===== config.mk =====
export PLATFORM = sky130hd
export DESIGN_NAME = seg7_scan_ctrl
export DESIGN_NICKNAME = d
export VERILOG_FILES = /design/src/rtl/seg7_scan_ctrl.sv
export SDC_FILE = /design/constraint.sdc
export NUM_CORES = 1
export LEC_CHECK = 0
export CORE_MARGIN = 8
export CORE_UTILIZATION = 35
export CTS_BUF_LIST = sky130_fd_sc_hd__clkbuf_4 sky130_fd_sc_hd__clkbuf_8
export CTS_CLUSTER_DIAMETER = 80
export DETAILED_ROUTE_END_ITERATION = 10
export REMOVE_ABC_BUFFERS = 1
export SLEW_MARGIN = 20
export SYNTH_ARGS = -nofsm -noshare
export SYNTH_HDL_FRONTEND = slang
export SYNTH_SLANG_ARGS = --single-unit

===== constraint.sdc =====
create_clock -name clk -period 2.32 [get_ports clk]
set_input_delay 0.464 -clock clk [delete_from_list [all_inputs] [get_ports clk]]
set_output_delay 0.464 -clock clk [all_outputs]
set_load 0.005 [all_outputs]

===== src/rtl/seg7_scan_ctrl.sv =====
// seg7_scan_ctrl: 8-digit multiplexed 7-segment scanner with blanking gap and frame-aligned updates
module seg7_scan_ctrl #(
  parameter int TICK_DIV  = 50000,
  parameter int BLANK_GAP = 2
) (
  input  logic        clk,
  input  logic        rst,
  input  logic        upd_valid,
  output logic        upd_ready,
  input  logic [31:0] upd_data,
  input  logic [7:0]  upd_mask,
  input  logic [7:0]  upd_dp,
  output logic [7:0]  an,
  output logic [6:0]  seg,
  output logic        dp,
  output logic        frame_done
);
  localparam int TW = $clog2((TICK_DIV > BLANK_GAP ? TICK_DIV : BLANK_GAP) + 1);
  localparam logic [6:0] GLYPH [16] = '{
    7'b1000000, 7'b1111001, 7'b0100100, 7'b0110000,
    7'b0011001, 7'b0010010, 7'b0000010, 7'b1111000,
    7'b0000000, 7'b0010000, 7'b0001000, 7'b0000011,
    7'b1000110, 7'b0100001, 7'b0000110, 7'b0001110
  };
  typedef enum logic {SHOW, BLANK} state_t;
  state_t      state;
  logic [2:0]  idx;
  logic [TW-1:0] tick;
  logic [31:0] data, stg_data;
  logic [7:0]  mask, dpm, stg_mask, stg_dp;
  logic        pending;
  logic        last_show, last_blank, adv;
  logic [3:0]  nib;
  assign last_show  = state == SHOW && tick == TW'(TICK_DIV - 1);
  assign last_blank = state == BLANK && tick == TW'(BLANK_GAP == 0 ? 0 : BLANK_GAP - 1);
  assign adv        = BLANK_GAP == 0 ? last_show : last_blank;
  assign frame_done = adv && idx == 3'd7;
  assign upd_ready  = ~pending;
  assign nib        = data[{idx, 2'b00} +: 4];
  always_ff @(posedge clk) begin
    if (rst) begin
      state    <= SHOW;
      idx      <= '0;
      tick     <= '0;
      an       <= 8'hFF;
      seg      <= 7'h7F;
      dp       <= 1'b1;
      data     <= '0;
      mask     <= '0;
      dpm      <= '0;
      stg_data <= '0;
      stg_mask <= '0;
      stg_dp   <= '0;
      pending  <= 1'b0;
    end else begin
      an    <= (state == SHOW && mask[idx]) ? ~(8'b1 << idx) : 8'hFF;
      seg   <= state == SHOW ? GLYPH[nib] : 7'h7F;
      dp    <= ~(state == SHOW && mask[idx] && dpm[idx]);
      tick  <= (last_show || last_blank) ? '0 : tick + 1'b1;
      state <= (last_show && BLANK_GAP != 0) ? BLANK : last_blank ? SHOW : state;
      if (adv) idx <= idx + 3'd1;
      // Commit only a pending update so a transfer in the boundary cycle waits a whole frame
      if (frame_done && pending) begin
        data    <= stg_data;
        mask    <= stg_mask;
        dpm     <= stg_dp;
        pending <= 1'b0;
      end else if (upd_valid && !pending) begin
        stg_data <= upd_data;
        stg_mask <= upd_mask;
        stg_dp   <= upd_dp;
        pending  <= 1'b1;
      end
    end
  end
endmodule


==> results.sh <==
export IMPL_status="completed"
export IMPL_worst_pin_slew_ns=0.5107
export IMPL_max_fo_critical_path=17
export IMPL_routabilityCongestion=0.8723
export IMPL_max_slew_violation_count=0
export IMPL_grt_util_all_layers_pct=12.93
export IMPL_maximum_number_of_pins_on_one_net_before_global_route_repair=50
export IMPL_final_antenna_net_count=0
export IMPL_cts_sinks=133
export IMPL_worst_hold_slack_ns=0.4491
export IMPL_clock_tree_from_tritoncts="built"
export IMPL_ys_seq_elements=133
export IMPL_clock_power_share_pct=41.6
export IMPL_critical_path_n_buffers_inverters=3
export IMPL_final_cells=901
export IMPL_core_region_area_sq_um=15200
export IMPL_chipWidth_um=140.6
export IMPL_setup_worst_path_start_class="flop"
export IMPL_diodes=0
export IMPL_final_core_util_pct=44.58
export IMPL_synth_largest_area_cell="dfxtp_1"
export IMPL_drtIter0Drc=263
export IMPL_worstReg2RegStart="idx[0]"
export IMPL_clockBufferDepth=2
export IMPL_timing_critical_path_cells="buf_12 > mux4_2 > mux2i_4 > inv_1 > ha_1 > inv_1 > a21oi_1 > nor4b_2 > a31oi_1"
export IMPL_switching_power_w=0.001046
export IMPL_dpl_cell_area_sq_um=6316
export IMPL_final_min_period_over_clock_period_pct=96.07
export IMPL_grt_setup_unrepaired="yes"
export IMPL_p_leak_nw=2.407
export IMPL_ir_worst_vdd_uv=388.4
export IMPL_switching_share_pct=23.05
export IMPL_async_reset_ff_share_pct=0
export IMPL_initial_core_util_pct=35.73
export IMPL_timing_rr_end="seg[3]"
export IMPL_synth_area_sq_um=5431
export IMPL_detail_route_wirelength_um=12280
export IMPL_setup_reg_to_reg_worst_slack_ns=0.09
export IMPL_crit_family="multiplexers"
export IMPL_die_h_um=140.6
export IMPL_total_setup_violations_reported_at_the_end_of_the_flow=0
export IMPL_clock_skew_ns=0.007459
export IMPL_p_per_area_nw_per_um2=669.8
export IMPL_post_place_cells=868
export IMPL_port_buffers=68
export IMPL_first_pass_iters=5
export IMPL_timing_critical_path_from="idx[0]"
export IMPL_detail_route_drc_violations=0
export IMPL_global_route_overflow_total=0
export IMPL_reg2reg_depth=9
export IMPL_ys_warnings_count=0
export IMPL_critPathSlowestCell="mux4_2"
export IMPL_timing_critical_path_to_type="flop"
export IMPL_maxCapViolations=0
export IMPL_timing_critical_path_slowest_cell_delay_ns=0.54
export IMPL_timing_slew_headroom_pct=65.96
export IMPL_via_count=4357
export IMPL_critical_path_arrival_ns=2.53
export IMPL_die_area_sq_um=19760
export IMPL_fin_crit_ns=2.229
export IMPL_clkTransAtPathRegs_ns=0.07
export IMPL_worstHoldPathType="reg2reg"
export IMPL_htree_levels=4
export IMPL_rows=45
export IMPL_grt_first_pass_wirelength_um=20620
export IMPL_criticalPathCategory="reg2reg"
export IMPL_yosys_cell_types_count=48
export IMPL_grt_antenna_before_repair=0
export IMPL_critical_path_top_cell_by_count="inv_1"
export IMPL_synth_enable_flop_cells=0
export IMPL_wl_per_cell_um=13.63
export IMPL_finish_net_count=764
export IMPL_intPower_w=0.003493
export IMPL_pin_count=69
export IMPL_drive_above_1_share_pct=14.87
export IMPL_setup_total_negative_slack_ns=0
export IMPL_worstSkewPairLatency_ns=0.44
export IMPL_root_buffer="clkbuf_8"
export IMPL_crit_end="seg[3]"
export IMPL_cts_buffers_inserted=17
export IMPL_worst_ep_required_time_ns=2.62
export IMPL_synth_top_flop_cell="dfxtp_1"
export IMPL_grt_pass1_vias=4361
export IMPL_layout_cell_area_non_filler_sq_um=6778
export IMPL_layout_area_overhead_vs_synth_pct=24.79
export IMPL_power_combinational_fraction_pct=6.1
export IMPL_netlist_area_leader_share_pct=49.02
export IMPL_report_final_hold_viol_count=0
export IMPL_synth_seq_area_share_pct=49.02
export IMPL_synth_area_leaders="dfxtp_1 49%, nand2_1 14%, a21oi_1 8.1%"
export IMPL_syn_instance_count=634
export IMPL_synth_avg_cell_area_sq_um=8.567
export IMPL_power_share_sequential_pct=52.3
export IMPL_worst_path_stages=9
export IMPL_place_detailed_hpwl_um=8705
export IMPL_avgViaCountPerCell=4.836
export IMPL_timing_fmax_mhz=448.6
## state kept, by name, summed over array words and instances (netlist names), 8 cells and up
| signal | count |
|---|---|
| an | 8 |
| data | 32 |
| dpm | 8 |
| mask | 8 |
| stg_data | 32 |
| stg_dp | 8 |
| stg_mask | 8 |
| tick | 16 |
## per-stage QoR
stage | total power [W] | worst slack [ns]
floorplan | 0.002522 | -0.4759
global placement | 0.002699 | 0.06598
detailed placement | 0.002707 | -0.01595
CTS | 0.004615 | 0.01109
global route | 0.004738 | -0.01233
finish | 0.004540 | 0.09106
## cells in the final DEF, fill, tap and decap left out, types with 2 or more instances in the layout
master and count:
a21oi_1 88, a21oi_2 10, a31oi_1 3, and3_1 3
buf_12 3, buf_4 18, clkbuf_8 22, clkdlybuf4s50_1 66
clkinv_4 3, clkinvlp_4 3, dfxtp_1 131, dfxtp_2 2
ha_1 11, ha_2 2, inv_1 10, mux2_2 4
mux2i_1 8, mux4_2 10, nand2_1 206, nand2_2 11
nand3_1 8, nand4_1 3, nor2_1 28, nor2b_1 2
nor3_1 6, nor4_4 2, o21ai_0 2, o221ai_1 2
or3_1 2, xnor2_1 9, xor2_1 6
## cell type report
| type | instances | area (sq um) |
|---|---|---|
| inverters | 12 | 45.04 |
| repair buffers | 88 | 860.8 |
| clock buffers | 23 | 310.3 |
| clock inverters | 9 | 92.59 |
| flip-flops and latches | 133 | 2665 |
| well taps | 188 | 235.2 |
| multi-input cells | 448 | 2569 |
| fillers | 1484 | 8424 |
## power groups by stage
stage | Combinational (W) | Clock [W] | Sequential [W]
after floorplan | 0.000103 | 0 | 0.00242
after global placement | 0.000274 | 0 | 0.00243
after detailed placement | 0.000279 | 0 | 0.00243
after CTS | 0.000281 | 0.00196 | 0.00237
after global routing | 0.000310 | 0.00205 | 0.00238
final | 0.000276 | 0.00189 | 0.00238
## tightest hold or removal path, stage by stage (launching register included)
cell and delay (ns):
dfxtp_1 0.31, nand2_1 0.05, a21oi_1 0.05
## how the worst min path moves through the flow
stage	startpoint	endpoint	cells past startpoint
2_1_floorplan	data[30]	data[30]	2
3_3_place_gp	data[3]	data[3]	2
3_5_place_dp	mask[7]	mask[7]	2
4_1_cts	rst	data[17]	2
5_1_grt	rst	data[1]	2
6_report	mask[7]	mask[7]	2
## what timing repair did
action                     4_1_cts  5_1_grt
setup endpoints to repair        2        3
hold buffers                     0        0
gates resized for setup          8        7
setup buffers                    1        0
pin swaps                        1        1
## cell families (layout without fill, tap and decap cells)
kind of cell             count (synthesis)  in the layout  synth area share [%]
AND/OR/NAND/NOR                        284            284                 22.25
buffers and inverters                   53            132                 4.930
flip-flops                             133            133                 49.02
adder cells (fa/ha/maj)                 13             13                 2.995
XOR/XNOR                                15             15                 2.419
multiplexers                            23             23                 6.634
AO/OA/AOI/OAI                          113            113                 11.75
## cell usage after synthesis (9+ instances only)
| master | n |
|---|---|
| a21oi_1 | 88 |
| inv_1 | 11 |
| mux4_2 | 10 |
| a21oi_2 | 10 |
| clkbuf_1 | 23 |
| dfxtp_1 | 133 |
| mux2i_1 | 9 |
| nand3_1 | 9 |
| xnor2_1 | 9 |
| ha_1 | 13 |
| nor2_1 | 28 |
| nand2_1 | 206 |
| nand2_2 | 11 |
## per-layer routing
metal	wire length [um]	track usage (%)
met5	0	0
met1	5774	15.28
met2	5763	21.27
met4	229	6.278
met3	515	3.680
Power figures use the tool's default switching activity.
